**config.mk**
```make
export PLATFORM = sky130hd
export DESIGN_NAME = uart_component
export DESIGN_NICKNAME = d
export VERILOG_FILES = /design/src/rtl/uart_pkg.sv /design/src/rtl/uart_tx_serializer.sv /design/src/rtl/uart_component.sv
export SDC_FILE = /design/constraint.sdc
export NUM_CORES = 1
export LEC_CHECK = 0
export ABC_CLOCK_PERIOD_IN_PS = 3750
export BUFFER_PORTS_ARGS = -buffer_cell sky130_fd_sc_hd__buf_2
export CORE_MARGIN = 8
export CORE_UTILIZATION = 40
export DETAILED_ROUTE_END_ITERATION = 10
export GPL_ROUTABILITY_DRIVEN = 0
export PLACE_DENSITY = 0.63
export SKIP_LAST_GASP = 1
export SYNTH_ARGS = -nofsm -noshare
export SYNTH_HDL_FRONTEND = slang
export SYNTH_HIERARCHICAL = 1
export SYNTH_SLANG_ARGS = --single-unit
```
**constraint.sdc**
```tcl
create_clock -name clock -period 3.75 [get_ports clock]
set_input_delay 0.375 -clock clock [delete_from_list [all_inputs] [get_ports clock]]
set_output_delay 0.375 -clock clock [all_outputs]
set_load 0.02 [all_outputs]
```
**src/rtl/uart_pkg.sv**
```systemverilog
// Shared constants for the uart_component slice: register map, bit indices,
// interrupt ID codes and engine state encodings.
package uart_pkg;

  localparam logic [2:0] ADDR_CTL = 3'd0;
  localparam logic [2:0] ADDR_STS = 3'd1;
  localparam logic [2:0] ADDR_TXD = 3'd2;
  localparam logic [2:0] ADDR_RXD = 3'd3;
  localparam logic [2:0] ADDR_CLR = 3'd4;

  localparam int unsigned CTL_TX_DONE_IE  = 0;
  localparam int unsigned CTL_RX_AVAIL_IE = 1;
  localparam int unsigned CTL_RX_ERR_IE   = 2;
  localparam int unsigned CTL_LOOPBACK    = 3;

  localparam int unsigned STS_TX_BUSY     = 0;
  localparam int unsigned STS_RX_AVAIL    = 1;
  localparam int unsigned STS_FRAMING_ERR = 2;
  localparam int unsigned STS_OVERRUN     = 3;
  localparam int unsigned STS_TX_DONE     = 4;

  localparam logic [2:0] IRQ_NONE     = 3'd0;
  localparam logic [2:0] IRQ_RX_ERR   = 3'd1;
  localparam logic [2:0] IRQ_RX_AVAIL = 3'd2;
  localparam logic [2:0] IRQ_TX_DONE  = 3'd3;

  typedef enum logic [1:0] {TX_IDLE, TX_START, TX_DATA, TX_STOP} tx_state_e;
  typedef enum logic [1:0] {RX_IDLE, RX_START, RX_DATA, RX_STOP} rx_state_e;

endpackage

```
**src/rtl/uart_tx_serializer.sv**
```systemverilog
// 8N1 transmit engine: start pulse latches a byte, shifts it out LSB first,
// and pulses done on the last cycle of the stop bit.
module uart_tx_serializer
  import uart_pkg::*;
#(
  parameter int unsigned CLKS_PER_BIT = 434
) (
  input  logic       clock,
  input  logic       reset,
  input  logic       start,
  input  logic [7:0] data,
  output logic       busy,
  output logic       done,
  output logic       serial
);
  localparam int unsigned CW = $clog2(CLKS_PER_BIT);
  localparam logic [CW-1:0] BIT_LAST = CW'(CLKS_PER_BIT - 1);

  tx_state_e     state, state_next;
  logic [CW-1:0] cnt;
  logic [2:0]    bit_idx;
  logic [7:0]    shreg;
  logic          bit_end;

  assign bit_end = (cnt == BIT_LAST);
  assign busy    = (state != TX_IDLE);
  assign done    = (state == TX_STOP) && bit_end;

  always_comb begin
    state_next = state;
    unique case (state)
      TX_IDLE:  if (start) state_next = TX_START;
      TX_START: if (bit_end) state_next = TX_DATA;
      TX_DATA:  if (bit_end && bit_idx == 3'd7) state_next = TX_STOP;
      TX_STOP:  if (bit_end) state_next = TX_IDLE;
      default:  state_next = TX_IDLE;
    endcase
  end

  always_ff @(posedge clock) begin
    if (reset) begin
      state   <= TX_IDLE;
      cnt     <= '0;
      bit_idx <= '0;
      shreg   <= '0;
      serial  <= 1'b1;
    end else begin
      state <= state_next;
      cnt   <= (state == TX_IDLE || bit_end) ? '0 : cnt + 1'b1;
      // serial is registered, so each bit value is loaded one edge ahead of its slot
      case (state)
        TX_IDLE: if (start) begin
          shreg   <= data;
          bit_idx <= '0;
          serial  <= 1'b0;
        end
        TX_START: if (bit_end) serial <= shreg[0];
        TX_DATA: if (bit_end) begin
          if (bit_idx == 3'd7) begin
            serial <= 1'b1;
          end else begin
            serial  <= shreg[1];
            shreg   <= shreg >> 1;
            bit_idx <= bit_idx + 1'b1;
          end
        end
        default: ;
      endcase
    end
  end

endmodule

```
**src/rtl/uart_component.sv**
```systemverilog
// Memory-mapped 8N1 UART: CTL/STS/TXD/RXD/CLR registers, RX engine, level irq.
// Optional UART_LOOPBACK_EN: CTL bit3 feeds TX serial into RX and holds tx_out high.
module uart_component
  import uart_pkg::*;
#(
  parameter int unsigned CLKS_PER_BIT = 434
) (
  input  logic       clock,
  input  logic       reset,
  input  logic       cs,
  input  logic       rd,
  input  logic       wr,
  input  logic [2:0] addr,
  input  logic [7:0] in_data,
  output logic [7:0] out_data,
  input  logic       rx_in,
  output logic       tx_out,
  output logic       irq,
  output logic [2:0] irq_id
);
  localparam int unsigned CW = $clog2(CLKS_PER_BIT);
  localparam logic [CW-1:0] BIT_LAST  = CW'(CLKS_PER_BIT - 1);
  localparam logic [CW-1:0] HALF_LAST = CW'(CLKS_PER_BIT / 2 - 1);

  logic          wr_act, rd_act, wr_act_q, rd_act_q, wr_first, rd_first, clr_hit;
  logic [3:0]    ctl;
  logic          loopback, tx_start, tx_busy, tx_end, tx_ser;
  logic          tx_done, rx_avail, framing_err, overrun, rx_err;
  logic [7:0]    rxd;
  logic [1:0]    rx_sync;
  logic          rx_prev, rx_src, rx_tick, rx_stop, set_ferr, set_ovr, set_avail;
  rx_state_e     rx_state, rx_next;
  logic [CW-1:0] rx_cnt;
  logic [2:0]    rx_bit;
  logic [7:0]    rx_shreg;

  assign wr_act   = ~cs & ~wr;
  assign rd_act   = ~cs & ~rd;
  assign wr_first = wr_act & ~wr_act_q;
  assign rd_first = rd_act & ~rd_act_q;
  assign clr_hit  = wr_act && addr == ADDR_CLR;
  assign tx_start = wr_first && addr == ADDR_TXD && !tx_busy;

`ifdef UART_LOOPBACK_EN
  assign loopback = ctl[CTL_LOOPBACK];
`else
  assign loopback = 1'b0;
`endif

  uart_tx_serializer #(.CLKS_PER_BIT(CLKS_PER_BIT)) u_tx (
    .clock  (clock),
    .reset  (reset),
    .start  (tx_start),
    .data   (in_data),
    .busy   (tx_busy),
    .done   (tx_end),
    .serial (tx_ser)
  );

  assign tx_out = tx_ser | loopback;
  assign rx_src = loopback ? tx_ser : rx_in;

  always_comb begin
    rx_next = rx_state;
    rx_tick = 1'b0;
    unique case (rx_state)
      RX_IDLE: if (rx_prev && !rx_sync[1]) rx_next = RX_START;
      RX_START: begin
        rx_tick = (rx_cnt == HALF_LAST);
        if (rx_tick) rx_next = rx_sync[1] ? RX_IDLE : RX_DATA;
      end
      RX_DATA: begin
        rx_tick = (rx_cnt == BIT_LAST);
        if (rx_tick && rx_bit == 3'd7) rx_next = RX_STOP;
      end
      RX_STOP: begin
        rx_tick = (rx_cnt == BIT_LAST);
        if (rx_tick) rx_next = RX_IDLE;
      end
      default: rx_next = RX_IDLE;
    endcase
  end

  assign rx_stop   = (rx_state == RX_STOP) && rx_tick;
  assign set_ferr  = rx_stop & ~rx_sync[1];
  assign set_ovr   = rx_stop & rx_sync[1] & rx_avail;
  assign set_avail = rx_stop & rx_sync[1] & ~rx_avail;

  always_ff @(posedge clock) begin
    if (reset) begin
      rx_sync  <= 2'b11;
      rx_prev  <= 1'b1;
      rx_state <= RX_IDLE;
      rx_cnt   <= '0;
      rx_bit   <= '0;
      rx_shreg <= '0;
    end else begin
      rx_sync  <= {rx_sync[0], rx_src};
      rx_prev  <= rx_sync[1];
      rx_state <= rx_next;
      rx_cnt   <= (rx_state == RX_IDLE || rx_tick) ? '0 : rx_cnt + 1'b1;
      if (rx_tick && rx_state == RX_START) rx_bit <= '0;
      if (rx_tick && rx_state == RX_DATA) begin
        rx_shreg <= {rx_sync[1], rx_shreg[7:1]};
        rx_bit   <= rx_bit + 1'b1;
      end
    end
  end

  // Flag sets take priority over CLR writes and RXD reads in the same cycle.
  always_ff @(posedge clock) begin
    if (reset) begin
      wr_act_q    <= 1'b0;
      rd_act_q    <= 1'b0;
      ctl         <= '0;
      rxd         <= '0;
      tx_done     <= 1'b0;
      rx_avail    <= 1'b0;
      framing_err <= 1'b0;
      overrun     <= 1'b0;
    end else begin
      wr_act_q <= wr_act;
      rd_act_q <= rd_act;
      if (wr_act && addr == ADDR_CTL) begin
`ifdef UART_LOOPBACK_EN
        ctl <= in_data[3:0];
`else
        ctl <= {1'b0, in_data[2:0]};
`endif
      end
      if (tx_end) tx_done <= 1'b1;
      else if (tx_start || (clr_hit && in_data[STS_TX_DONE])) tx_done <= 1'b0;
      if (set_ferr) framing_err <= 1'b1;
      else if (clr_hit && in_data[STS_FRAMING_ERR]) framing_err <= 1'b0;
      if (set_ovr) overrun <= 1'b1;
      else if (clr_hit && in_data[STS_OVERRUN]) overrun <= 1'b0;
      if (set_avail) begin
        rx_avail <= 1'b1;
        rxd      <= rx_shreg;
      end else if (rd_first && addr == ADDR_RXD) begin
        rx_avail <= 1'b0;
      end
    end
  end

  always_comb begin
    out_data = '0;
    if (rd_act) begin
      case (addr)
        ADDR_CTL: out_data = {4'b0000, ctl};
        ADDR_STS: out_data = {3'b000, tx_done, overrun, framing_err, rx_avail, tx_busy};
        ADDR_RXD: out_data = rxd;
        default:  out_data = '0;
      endcase
    end
  end

  assign rx_err = framing_err | overrun;
  assign irq = (tx_done & ctl[CTL_TX_DONE_IE]) | (rx_avail & ctl[CTL_RX_AVAIL_IE]) |
               (rx_err & ctl[CTL_RX_ERR_IE]);

  always_comb begin
    irq_id = IRQ_NONE;
    if (rx_err & ctl[CTL_RX_ERR_IE]) irq_id = IRQ_RX_ERR;
    else if (rx_avail & ctl[CTL_RX_AVAIL_IE]) irq_id = IRQ_RX_AVAIL;
    else if (tx_done & ctl[CTL_TX_DONE_IE]) irq_id = IRQ_TX_DONE;
  end

endmodule

```
# [Word level (Yosys, flattened, before mapping)]
# Index checks and enable logic that the tools add are counted.
[word_totals] ff_bits=65
[op_classes] add_sub_neg=4 n_eq_ne=25 muxes=40 n_bitwise=21 n_reduce_logical=38
[op_table] op="two-way mux 8 bit" n=4
[op_table] op="two-way mux 2 bit" n=12
[op_table] op="one-hot mux 8 bit (3 select lines)" n=1
[op_table] op="adder 9 x 1 -> 9 bit (second input constant)" n=2
[op_table] op="equality test 9 bit (second input constant)" n=2
[op_table] op="one-hot mux 2 bit (4 select lines)" n=2
[op_table] op="one-hot mux 8 bit (2 select lines)" n=1
[op_table] op="AND reduction 4 bit" n=4
[op_table] op="logical AND 1 bit" n=15
[op_table] op="two-way mux 3 bit" n=5
[op_table] op="nonzero test 2 bit" n=7
[op_table] op="two-way mux 1 bit" n=12
[op_table] op="inequality test 2 bit (second input constant)" n=6
[op_table] op="bitwise AND 1 bit" n=11
[op_table] op="equality test 3 bit (second input constant)" n=3
[op_table] op="equality test 9 x 8 -> 1 bit (second input constant)" n=1
[op_table] op="equality test 2 bit (second input constant)" n=4
[op_table] op="inequality test 2 x 1 -> 1 bit (second input constant)" n=4
[op_table] op="inverter 1 bit" n=7
[op_table] op="adder 3 x 1 -> 3 bit (second input constant)" n=2
[op_table] op="equality test 3 x 2 -> 1 bit (second input constant)" n=2
[op_table] op="one-hot mux 3 bit (2 select lines)" n=1
[op_table] op="OR reduction 2 bit" n=3
[op_table] op="equality test 2 x 1 -> 1 bit (second input constant)" n=2
[op_table] op="9 further kinds" n=15

# [Depth between registers and ports, before layout]
# Gate-level depths: netlist of run 1.
[depth] word_depth=8 depth_mapped=10 mapped_depth_nobuf=8

# [Hierarchy]
# Netlist of run 1, hierarchy kept.
[by_module_without_submodules] mod="uart_component" n_inst=1 cells_each=211 area_each_um2=1896.8 seq_area_each_um2=840.8
[by_module_without_submodules] mod="uart_tx_serializer" n_inst=1 cells_each=145 area_each_um2=1257.5 seq_area_each_um2=460.4

# [Worst setup path before layout of run 1]
# Ideal clock, no wire load.
[synth_path] kind="input to register" from="input port cs" to="register u_tx.shreg[6]" setup_ns=0.088 arrival_ns=2.549 required_time_ns=3.662 path_slack_ns=1.113 cell_stages=8 path_buffers=2 path_cell_list="or4_4 nor4b_4 and2b_2 or4_1 buf_2 buf_6 and3b_4 nor4_2"
[synth_between] elab_chain_len=7
[synth_rtl] element="start: declaration" line="uart_component.sv:10" rtl="input logic cs,"
[synth_rtl] element="inverter 1 bit" line="uart_component.sv:37" rtl="assign wr_act = ~cs & ~wr;"
[synth_rtl] element="bitwise AND 1 bit" line="uart_component.sv:37"
[synth_rtl] element="bitwise AND 1 bit" line="uart_component.sv:39" rtl="assign wr_first = wr_act & ~wr_act_q;"
[synth_rtl] element="logical AND 1 bit (2 in a row)" line="uart_component.sv:42" rtl="assign tx_start = wr_first && addr == ADDR_TXD && !tx_busy;"
[synth_rtl] element="net tx_start" line="uart_component.sv:27" rtl="logic loopback, tx_start, tx_busy, tx_end, tx_ser;"
[synth_rtl] element="inequality test 2 bit (no source line)"
[synth_rtl] element="AND reduction 4 bit (no source line)"
[synth_rtl] element="end signal: assignment" line="uart_tx_serializer.sv:53" rtl="shreg <= data;"
[synth_rtl] element="end signal: assignment" line="uart_tx_serializer.sv:63" rtl="shreg <= shreg >> 1;"
[synth_rtl] element="end: declaration" line="uart_tx_serializer.sv:22" rtl="logic [7:0] shreg;"
# The timed path passes the listed nets, and every way through them passes these cells.
# A chain may end at the register's enable or synchronous reset.

# [Worst setup path after layout of run 1]
[layout_path] from="register u_tx.state[0]" to="register u_tx.shreg[0]"
[layout_between] elab_chain_len=5
[layout_rtl] element="start: declaration" line="uart_tx_serializer.sv:19" rtl="tx_state_e state, state_next;"
[layout_rtl] element="start signal: assignment" line="uart_tx_serializer.sv:48" rtl="state <= state_next;"
[layout_rtl] element="nonzero test 2 bit" line="uart_tx_serializer.sv:26" rtl="assign busy = (state != TX_IDLE);"
[layout_rtl] element="net tx_busy" line="uart_component.sv:27"
[layout_rtl] element="zero test 1 bit" line="uart_component.sv:42"
[layout_rtl] element="logical AND 1 bit" line="uart_component.sv:42"
[layout_rtl] element="net tx_start" line="uart_component.sv:27"
[layout_rtl] element="inequality test 2 bit (no source line)"
[layout_rtl] element="AND reduction 4 bit (no source line)"
# The timed path passes the listed nets, and every way through them passes these cells.

==> results.md, run 1 <==
* Antenna viol nets, final at 0
* Port Buffer Count at 28
* Arrival @ worst endpoint at 3.15 ns
* Fin nets at 409
* Top cells by count, synth: nor2_1 (77), dfxtp_1 (65), mux2i_1 (26), nand2_1 (17), ha_1 (15)
* Syn avg cell area at 8.86 µm²
* Finished Core Util at 0.460
* Die Ht at 105 µm
* Yosys cell types at 52
* Core area at 7690 µm²
* Initial DRC Count at 81
* Clk sink count at 65
* HPWL Detailed at 4.46 mm
* WL/cell at 12.9 µm
* Ant diodes at 0
* Syn Inst Count at 356
* Worst R2R Path Depth at 8
* Slew Limit Headroom at 0.431
* Initial antenna violation count at 0
* Fillers at 802
* Met3 wire length at 232 µm
* Reg-to-reg endpoint: u_tx/shreg[0]
* Fin crit share at 0.777
* Maximum VDD drop at 0.000287 V
* Pre-CTS WS at 0.659 ns
* Hold-fix buffers, CTS at 0
* Reg2Reg Setup Slack at 0.84 ns
* CTS resizes at 0
* Hold path depth at 2
* Gr ovfl total at 0
* Worst r2r src: u_tx/state[0]
* Async set or reset register ratio after synthesis at 0
* DRC viols at 0
* Number of flops mapped to enable cells by yosys at 0
* Area Overhead vs Synth at 12.0%
* Met1 wire length at 3.08 mm
* Worst hold path type: in2reg
* Sequential-to-total area share from yosys stat at 0.413
* Highest Signal Layer: met4
* Routed WL at 6.21 mm
* Fmax at 343 MHz
* Top-count cell post-synth: nor2_1
* PwrDens at 481 nW/µm²
* DR vias/cell at 5.01
* Setup-failing EPs final at 0
* Die area at 11000 µm²
* Drt first pass iters at 4
* FP Rows at 32
* Max-cap viol count at 0
* PnR worst setup slack at 0.835 ns
* Met2 WL at 2.83 mm
* TritonCTS clock tree: done
* Buffer depth of the longest clock path at 2
* Pin count of the biggest net entering global routing at 50
* Req. time, crit path at 3.99 ns
* Root Buffer: clkbuf_8
* Ports at 30
* Clock latency on the worst-skew pair at 0.34 ns
* Crit path launch type: flip-flop
* Final worst path period need at 2.91 ns
* Vias in the first global route at 2412
* LEAKAGE at 1.55 nW
* Mapped Area at 3150 µm²
* Die W at 105 µm
* Fin. Hold Viols at 0
* Syn Nets at 388
* Total global-route track usage at 0.118
* Synth Flop Type: dfxtp_1
* Worst Min Path Start: rx_in
* H-tree Lvls at 3
* Global-route wire length before repair at 10.9 mm
* Outcome: completed
* Share of layout cells above drive strength 1 at 0.155
* Power Total at 1.70 mW
* Max-slew violations at 0
* RSZ-0062 raised after global routing: no
* Worst setup EP type: flip-flop
* WS Path Type: reg2reg
* Initial Utilization at 0.410
* Worst-path clk slew at 0.07 ns
* Vias at 2420
* Top post-synthesis cells by area: dfxtp_1 (41%), nor2_1 (9.2%), mux2i_1 (8.3%)
* Synth warn at 6
* Worst Clk Skew at 0.00716 ns
* Post-CTS Setup Inserts at 0
* Area leader, netlist: dfxtp_1
* Inserted Clock Buffers at 9
* Critical path fanouts, max at 16
* Worst-margin pin slew at 0.853 ns
* FF+latch count, synth at 65
* Hold EP: rx_sync[0]
* Yosys top cell area share at 0.413
* Setup TNS at 0 ns
==> critical path, cell delays in order (launching register included) <==
cell and delay, ns:
dfxtp_1 0.36, inv_1 0.12, ha_1 0.26, inv_1 0.15
nor4b_4 0.38, and2b_2 0.29, or4_1 0.71, and3b_2 0.31
nor4_1 0.23
==> registers in the layout, indices dropped and copies added, names as in the netlist, named ones only <==
name          flops
framing_err       1
u_tx/shreg        8
tx_done           1
rx_cnt            9
rx_bit            3
rx_sync           2
u_tx/bit_idx      3
u_tx/cnt          9
rd_act_q          1
rx_prev           1
rxd               8
rx_state          1
u_tx/state        2
ctl               3
rx_avail          1
overrun           1
rx_shreg          8
u_tx/serial       1
wr_act_q          1
==> through the flow <==
| step | cell area [µm²] | instances | hold slack, ns |
|---|---|---|---|
| after floorplan | 3150 | 356 | 0.389 |
| after global placement | 3340 | 468 | 0.397 |
| after detailed placement | 3340 | 468 | 0.404 |
| after CTS | 3530 | 483 | 0.210 |
| after global routing | 3530 | 483 | 0.214 |
| final | 3530 | 483 | 0.227 |
==> cell usage in the layout, fill, tap and decap left out, types with 3 or more instances in the layout <==
master,n
dfxtp_1,65
mux2i_1,26
clkbuf_8,11
xnor2_1,10
and3b_2,4
ha_1,15
buf_2,28
nor3_1,7
a21oi_1,10
nand2_1,17
and3_1,5
nand4_1,3
nand2b_1,3
nor4_1,6
inv_1,12
a31oi_1,7
nand3_1,11
o21ai_0,11
xor2_1,5
nand4b_1,6
nor2_1,77
and2_1,4
==> layout make-up <==
class,instances,area [µm²],share of cell area
Multi-Input combinational cell,261,1720,0.488
Sequential cell,65,1300,0.368
Clock buffer,12,155,0.0439
Timing Repair Buffer,28,140,0.0397
Tap cell,102,128,0.0361
Inverter,12,45.0,0.0127
Clock inverter,3,40.0,0.0113
==> power breakdown <==
| part | switching, mW | internal [mW] | total, mW |
|---|---|---|---|
| Combinational | 0.180 | 0.149 | 0.329 |
| Clock | 0.253 | 0.338 | 0.591 |
| Sequential | 0.0340 | 0.745 | 0.779 |
==> kinds of logic (layout without fill, tap and decap cells) <==
family,count (synthesis),after routing,synth area share
buf+inv,30,55,0.0409
xor+xnor,15,15,0.0416
other cells,1,1,0.00119
fa+ha+maj,15,15,0.0595
simple gates,167,167,0.291
compound gates,37,37,0.0710
flops,65,65,0.413
mux,26,26,0.0825
==> worst max-delay path by stage <==
stage / start / end / slack [ns] / cells after the start
after floorplan: cs / u_tx/shreg[6] / 1.11 / 8
after global placement: addr[0] / u_tx/shreg[0] / 0.75 / 7
after detailed placement: addr[0] / u_tx/shreg[2] / 0.66 / 7
after CTS: u_tx/state[0] / u_tx/shreg[0] / 0.84 / 8
after global routing: u_tx/state[0] / u_tx/shreg[0] / 0.63 / 8
final: u_tx/state[0] / u_tx/shreg[0] / 0.84 / 8
==> layer usage <==
layer / vias up / track usage
met5: - / 0
met4: 0 / 0.0398
met3: 7 / 0.0436
met2: 30 / 0.194
met1: 1123 / 0.140
li1: 1260 / -
Note: power is estimated with default switching activity, not from simulation.
==> run 2, diff against run 1 <==
Settings changed: ABC_AREA from default to 1, ABC_CLOCK_PERIOD_IN_PS 3750 to 2760, PLACE_DENSITY 0.63 to 0.62.
Clock period 3.75 ns to 2.76 ns, I/O delays scaled along.
==> results.md, run 2 <==
* Met3 Track Usage GR at 0.0327
* Grt met2 use at 0.200
* CTS resizes at 0
* Area leader, netlist: dfxtp_1
* Port Buffer Count at 28
* Setup-failing EPs final at 0
* Fillers at 905
* Combinational power share at 0.208
* Worst r2r src: u_tx/state[1]
* Post-synthesis adder-cell area fraction at 0.0551
* RSZ-0062 raised after global routing: no
* Clk network pwr share at 0.364
* Largest family of logic cells by synthesized area: simple AND/OR/NAND/NOR gates
* PnR worst setup slack at 0.638 ns
* Mapped Area at 3410 µm²
* Number of flops mapped to enable cells by yosys at 0
* NetSw at 0.762 mW
* Die W at 108 µm
* CP bufs+invs at 4
* DR vias/cell at 4.68
* Die Ht at 108 µm
* Global route hottest layer: met2
* Max-cap viol count at 0
* Yosys cell types at 36
* Syn Nets at 525
* Die area at 11700 µm²
* Antenna viol nets, final at 0
* Fmax at 471 MHz
* Flop pwr share at 0.427
* Syn Inst Count at 493
* Top post-synthesis cells by area: dfxtp_1 (38%), nand2_1 (12%), nor2_1 (8.9%)
* Worst hold path type: in2reg
* Worst-margin pin slew at 0.507 ns
* Initial Utilization at 0.413
* Critical path fanouts, max at 13
* Initial DRC Count at 151
* HPWL Detailed at 5.36 mm
* Worst setup EP type: flip-flop
* Slew Limit Headroom at 0.659
* Crit path launch type: flip-flop
* CP max-delay cell: dfxtp_1
* Ant diodes at 0
* H-tree Lvls at 3
* Async set or reset register ratio after synthesis at 0
* LEAKAGE at 1.77 nW
* Synth Flop Type: dfxtp_1
* Drt first pass iters at 4
* WS Path Type: reg2reg
* Fin crit share at 0.769
* Initial antenna violation count at 0
* Most frequent cells in the layout: nand2_1 (111), nor2_1 (81), inv_1 (72)
* Power Total at 2.45 mW
* Met1 Usage GRT at 0.172
* Vias at 2946
* Setup TNS at 0 ns
* Gr ovfl total at 0
* PwrDens at 640 nW/µm²
* Max-slew violations at 0
* Req. time, crit path at 2.99 ns
* Top cells by count, synth: nand2_1 (111), nor2_1 (81), inv_1 (72), dfxtp_1 (65), nand3_1 (24)
* Post-CTS Setup Inserts at 0
* Net Sw Frac at 0.312
* Ports at 30
* Top-count cell post-synth: nand2_1
* Inserted Clock Buffers at 9
* Pre-CTS WS at 0.668 ns
* Clk sink count at 65
* Sequential-to-total area share from yosys stat at 0.382
* Arrival @ worst endpoint at 2.35 ns
* Vias in the first global route at 2816
* Simple-gate area share of the yosys netlist at 0.344
* Post-synthesis xor/xnor area fraction at 0.0231
* Buffer depth of the longest clock path at 2
* Commonest non-fill, non-tap cell in the layout: nand2_1
* Worst Clk Skew at 0.00693 ns
* Worst-path clk slew at 0.08 ns
* Cell family with most CP delay: simple AND/OR/NAND/NOR gates
* Fin nets at 551
* TritonCTS clock tree: done
* Syn avg cell area at 6.91 µm²
* Fin. Hold Viols at 0
* Critical-path cell list: inv_1 -> ha_1 -> inv_1 -> nor2_1 -> nand4_1 -> inv_1 -> inv_1 -> nand2_1 -> nand3_2 -> nor2_1 -> nor2_1
* Root Buffer: clkbuf_8
* FP Rows at 33
* Final worst path period need at 2.12 ns
* Total global-route track usage at 0.132
* Top flop regs: rx_cnt: 9 flops, u_tx/cnt: 9 flops
* Yosys top cell area share at 0.382
* Most common cell on crit path: inv_1
* Share of layout cells above drive strength 1 at 0.141
* Global-route wire length before repair at 12.6 mm
* Outcome: completed
* CP startpoint: u_tx/state[1]
* Pin count of the biggest net entering global routing at 26
* Routed WL at 7.14 mm
* FF+latch count, synth at 65
* CP peak stage delay at 0.35 ns
* Maximum VDD drop at 0.000373 V
* Compound-Gate Fraction of Synth Area at 0.0826
* WL/cell at 11.4 µm
* Area Overhead vs Synth at 12.2%
* Mux cell area share after synthesis at 0
* Internal power at 1.68 mW
* DRC viols at 0
* Worst Min Path Start: rx_in
* Clock latency on the worst-skew pair at 0.34 ns
* Core area at 8260 µm²
* Hold-fix buffers, CTS at 0
* Synth warn at 6
==> run 2: cell types whose count changed after synthesis, moves of 6 or more <==
cell	before	now
xnor2_1	10	1
nand3_1	11	24
o21a_1	0	6
nand4_1	3	21
a31oi_1	7	0
clkbuf_1	12	1
nand2_1	17	111
nand2_2	0	6
inv_1	12	72
a21oi_1	10	20
nand4b_1	6	0
mux2i_1	26	0
==> run 2: layer usage <==
metal  wire, µm  vias to the layer above
met3        283                       10
li1           -                     1595
met4        113                        0
met5          0                        -
met2       3070                       39
met1       3670                     1302
==> run 2: kinds of logic (layout without fill, tap and decap cells) <==
group	count (synthesis)	after routing
other	1	1
XOR/XNOR	9	9
AO/OA/AOI/OAI	46	46
flip-flops	65	65
adder cells (fa/ha/maj)	15	15
buffers and inverters	93	124
AND/OR/NAND/NOR	264	264
==> run 2: worst register-to-register path, cell delays in order (launching register included) <==
cell     delay, ns
dfxtp_1       0.35
inv_1         0.12
ha_1          0.24
inv_1         0.12
nor2_1        0.11
nand4_1       0.10
inv_1         0.07
inv_1         0.06
nand2_1       0.31
nand3_2       0.31
nor2_1        0.17
nor2_1        0.06
==> run 2: area by class of cell <==
class | instances | area, µm² | area share
timing repair buffer | 30 | 155 | 0.0406
inverter | 78 | 293 | 0.0766
clock inverter | 7 | 95.1 | 0.0249
sequential | 65 | 1300 | 0.340
multi-input combinational | 335 | 1720 | 0.451
tap | 105 | 131 | 0.0344
clock buffer | 9 | 124 | 0.0324
==> run 2: power groups by stage <==
stage	Combinational [mW]	Clock (mW)	Sequential (mW)
6_report	0.510	0.891	1.04
3_3_place_gp	0.499	0	1.07
3_5_place_dp	0.506	0	1.07
4_1_cts	0.510	0.917	1.04
2_1_floorplan	0.410	0	1.07
5_1_grt	0.592	0.959	1.06
==> run 2: worst paths after layout <==
| path | slack (ns) | end | depth (start not counted) |
|---|---|---|---|
| setup / recovery | 0.64 | u_tx/shreg[7] | 11 |
| hold / removal | 0.11 | rx_sync[0] | 2 |
| setup reg to reg | 0.64 | u_tx/shreg[7] | 11 |
| hold reg to reg | 0.42 | rx_sync[1] | 1 |
==> run 2: stage by stage <==
step	utilization	instance area, µm²	hold slack (ns)	instances
global route	0.463	3820	0.103	629
detailed placement	0.436	3600	0.400	613
finish	0.463	3820	0.112	629
floorplan	-	3410	0.380	493
CTS	0.463	3820	0.0970	629
global placement	0.436	3600	0.399	613
